--- src/rtl/vlog_stream_checker_fifo.sv ---
// vlog_sync_fifo: synchronous FIFO holding expected values. Storage is a
// register array; the head entry is presented from those registers, so a
// pushed word becomes visible (empty deasserts) the cycle after the push.
// Flush is synchronous and has priority over push and pop.
module vlog_sync_fifo #(
  parameter int DW = 32,
  parameter int AW = 3
) (
  input  logic          clk,
  input  logic          rst_n,
  input  logic          i_flush,
  input  logic          i_push,
  input  logic [DW-1:0] i_data,
  input  logic          i_pop,
  output logic [DW-1:0] o_data,
  output logic          o_full,
  output logic          o_empty
);

  localparam int DEPTH = 1 << AW;

  logic [DW-1:0] r_mem [DEPTH];
  logic [AW:0]   r_wr_ptr;
  logic [AW:0]   r_rd_ptr;
  logic          w_do_push;
  logic          w_do_pop;

  // Extra pointer bit distinguishes full from empty when the indices match.
  assign o_empty   = (r_wr_ptr == r_rd_ptr);
  assign o_full    = (r_wr_ptr[AW] != r_rd_ptr[AW]) &&
                     (r_wr_ptr[AW-1:0] == r_rd_ptr[AW-1:0]);
  assign w_do_push = i_push && !o_full;
  assign w_do_pop  = i_pop && !o_empty;
  assign o_data    = r_mem[r_rd_ptr[AW-1:0]];

  // Pointer update: flush empties the buffer, otherwise advance on push/pop.
  always_ff @(posedge clk or negedge rst_n) begin
    if (!rst_n) begin
      r_wr_ptr <= '0;
      r_rd_ptr <= '0;
    end else if (i_flush) begin
      r_wr_ptr <= '0;
      r_rd_ptr <= '0;
    end else begin
      if (w_do_push) r_wr_ptr <= r_wr_ptr + 1'b1;
      if (w_do_pop)  r_rd_ptr <= r_rd_ptr + 1'b1;
    end
  end

  // Storage write; contents need no reset because the pointers gate reads.
  always_ff @(posedge clk) begin
    if (w_do_push && !i_flush) r_mem[r_wr_ptr[AW-1:0]] <= i_data;
  end

endmodule

--- config.mk ---
export PLATFORM = sky130hd
export DESIGN_NAME = vlog_sync_fifo
export DESIGN_NICKNAME = d
export VERILOG_FILES = /design/src/rtl/vlog_stream_checker_fifo.sv
export SDC_FILE = /design/constraint.sdc
export NUM_CORES = 1
export LEC_CHECK = 0
export ABC_AREA = 1
export CAP_MARGIN = 20
export CORE_MARGIN = 5
export CORE_UTILIZATION = 45
export CTS_CLUSTER_DIAMETER = 150
export DETAILED_ROUTE_END_ITERATION = 10
export GPL_TIMING_DRIVEN = 0
export PLACE_DENSITY_LB_ADDON = 0.25
export REMOVE_ABC_BUFFERS = 1
export SLEW_MARGIN = 5
export SYNTH_ARGS = -nofsm -noshare
export SYNTH_HDL_FRONTEND = slang
export SYNTH_SLANG_ARGS = --single-unit
--- constraint.sdc ---
create_clock -name clk -period 3.3 [get_ports clk]
set_input_delay 0.495 -clock clk [delete_from_list [all_inputs] [get_ports clk]]
set_output_delay 0.495 -clock clk [all_outputs]
set_load 0.005 [all_outputs]
==> summary.txt <==
Worst Setup Start Kind: register
Die area: 26,800 um2
CTS Sinks: 264
Crit Reg-Reg Endpoint: r_mem[7][3]$_DFFE_PP_
RSZ-0062 raised after global routing: false
Dpl cell area: 11,700 um2
Clock Pin Slew Worst Setup and Hold Paths: 0.06 ns
DRT Pass-1 Iters: 6
Iter 0 DRT Violations: 493
Fin Hold WS: 0.261 ns
GRT Total Usage: 18.2%
Layout Nets: 921
H-tree Lvls: 1
Final setup viols: 0
Hold-fix buffers, CTS: 0
Worst reg-to-reg setup slack: 0.33 ns
Top-count cell post-synth: edfxtp_1
Core Area: 23,400 um2
Leakage power: 4.37 nW
Slowest stage cell, crit path: dfrtp_4
Synth cell count leaders: 256 x edfxtp_1, 124 x nor2_1, 119 x nand2_1
CP cell instances: inv_12, o21ai_0, o22ai_1, nand2_1, nand2_1, clkdlybuf4s50_1
Worst clock skew: 0.00905 ns
Rows: 56
Distinct cells, synth: 28
Minimum clock period: 3.20 ns
First-pass GRT wire length: 37,000 um
Max clock buf depth: 3
Initial antenna violation count: 0
Final Slew Violations: 0
Synth Cell Area: 10,600 um2
Port Buffers: 70
CP Capture Type: output port
Drc violations: 0
VDD IR-drop max: 0.393 mV
Worst path most repeated cell: nand2_1
N_diodes: 0
Starting density of the core: 45.5%
Final Wtd Congestion: 0.742
CP peak stage delay: 0.70 ns
Synth Register Bits: 264
PwrDens: 604 nW/um2
Post-place setup slack: -0.239 ns
Share of layout cells above drive strength 1: 13.4%
Top cells by area, synth: edfxtp_1 72%, nor2_1 4.4%, nand2_1 4.2%
Die width: 164 um
DR vias/cell: 5.37
Register area share after synthesis: 74.1%
Synthesis-to-finish area growth: 20.3%
Synth top area share: 72.2%
Total gr overflow: 0
Top cell type by total area after synthesis: edfxtp_1
Setup ws final: 0.104 ns
Ys Warns: 0
Fmax: 313 MHz
CP arrival: 2.70 ns
Pin count of the biggest net entering global routing: 66
Final hold viol count: 0
Routed WL: 24,300 um
Total power: 7.74 mW
CTS root buffer: clkbuf_16
Fin util: 54.7%
MaxCap Viol Count: 0
Clk_lat worst skew: 0.53 ns
Critical Path RT: 2.80 ns
Rel. slew slack: 52.0%
Final period util: 96.9%
Tightest Hold Check Type: primary input to async pin
Slew @ Worst Pin: 0.718 ns
Top_reg_cell synth: edfxtp_1
Worst R2R Path Depth: 7
Post-DP HPWL: 12,000 um
Outcome: finished, final reports clean
Critical Path Fanout Max: 65
Setup CP Type: register to output port
Vias in the first global route: 6,432
Synth Instances: 814
Fraction of registers with async set/reset: 3.03%
Die Y: 164 um
CTS Buf Count: 27
Top Ports: 71
Reg2reg start: r_rd_ptr[1]$_DFFE_PN0P_
Final ANT Viol Nets: 0
Per-cell routed wire length: 19.9 um
CTS tree: yes
Design Area, Final: 12,800 um2
Via Count: 6,566
Syn avg cell area: 13.1 um2
EDFF count, synth: 256
layer usage:
metal	GRT usage (%)	vias to the layer above	wire, um
li1	-	3116	-
met1	25.1	3191	10500
met2	30.6	233	11800
met3	2.76	26	1700
met4	4.38	0	324
met5	0	-	0
worst max-delay path, delay by kind of cell (launching register included):
family                 cells  cell delay, ns
buffers and inverters      2            0.90
AOI/OAI and AO/OA          2            0.32
and+or+nand+nor            2            0.19
DFF                        1            0.70
how the worst max path moves through the flow:
stage                       startpoint  slack [ns]                      to  cells past startpoint
2_1_floorplan  r_rd_ptr[0]$_DFFE_PN0P_       -2.19   r_mem[0][0]$_DFFE_PP_                      6
3_3_place_gp   r_rd_ptr[0]$_DFFE_PN0P_       -6.18   r_mem[7][4]$_DFFE_PP_                      6
3_5_place_dp   r_rd_ptr[1]$_DFFE_PN0P_       -0.24  r_mem[7][26]$_DFFE_PP_                      7
4_1_cts        r_rd_ptr[0]$_DFFE_PN0P_       0.004              o_data[24]                      8
5_1_grt        r_rd_ptr[1]$_DFFE_PN0P_        0.01              o_data[11]                      6
6_report       r_rd_ptr[1]$_DFFE_PN0P_        0.10              o_data[16]                      6
flip-flops by register name, indices dropped and copies added (netlist names):
signal	count
r_mem	256
r_rd_ptr	4
r_wr_ptr	4
power by group:
group | switching (mW) | total, mW | internal (mW)
Sequential | 0.0302 | 3.76 | 3.73
Clock | 1.19 | 2.99 | 1.80
Combinational | 0.570 | 0.995 | 0.425
repair_timing:
action | CTS | global route
setup buffers | 3 | 4
setup endpoints to repair | 260 | 20
gates cloned | 3 | 0
gates resized for setup | 9 | 0
logic make-up after synthesis:
| group | count (synthesis) | share of synthesized area (%) |
|---|---|---|
| AOI/OAI and AO/OA | 192 | 10.5 |
| xor gates and xnor gates | 3 | 0.247 |
| adders and majority gates | 2 | 0.235 |
| buffers and inverters | 65 | 3.60 |
| DFF | 264 | 74.1 |
| and+or+nand+nor | 288 | 11.4 |
per-stage QoR:
stage | setup TNS, ns | instances
final | 0 | 1222
after global routing | 0 | 1222
after CTS | 0 | 1218
after detailed placement | -22.33 | 1162
after global placement | -1691.28 | 1151
after floorplan | -594.77 | 762
final cells by class:
class | count | area [um2]
fill | 1953 | 10600
sequential | 264 | 7900
multi-input combinational | 485 | 2440
timing repair buffer | 90 | 1100
clock buffer | 29 | 683
tap | 319 | 399
clock inverter | 21 | 200
inverter | 13 | 80.1
timing repair inverter | 1 | 8.76
layout by cell type (no fill, tap or decap), drive strengths merged:
master,netlist,routed
clkbuf,14,29
clkdlybuf4s50,0,70
edfxtp,256,256
dfrtp,8,8
bufbuf,0,1
clkinv,1,16
inv,12,14
nand2,123,123
o21ai,128,128
nand3,16,16
ha,2,2
and2,1,1
clkinvlp,0,1
xor2,3,3
nor2,138,138
buf,38,19
nand4,10,10
o22ai,64,64
bufinv,0,4
Power figures use the tool's default switching activity.
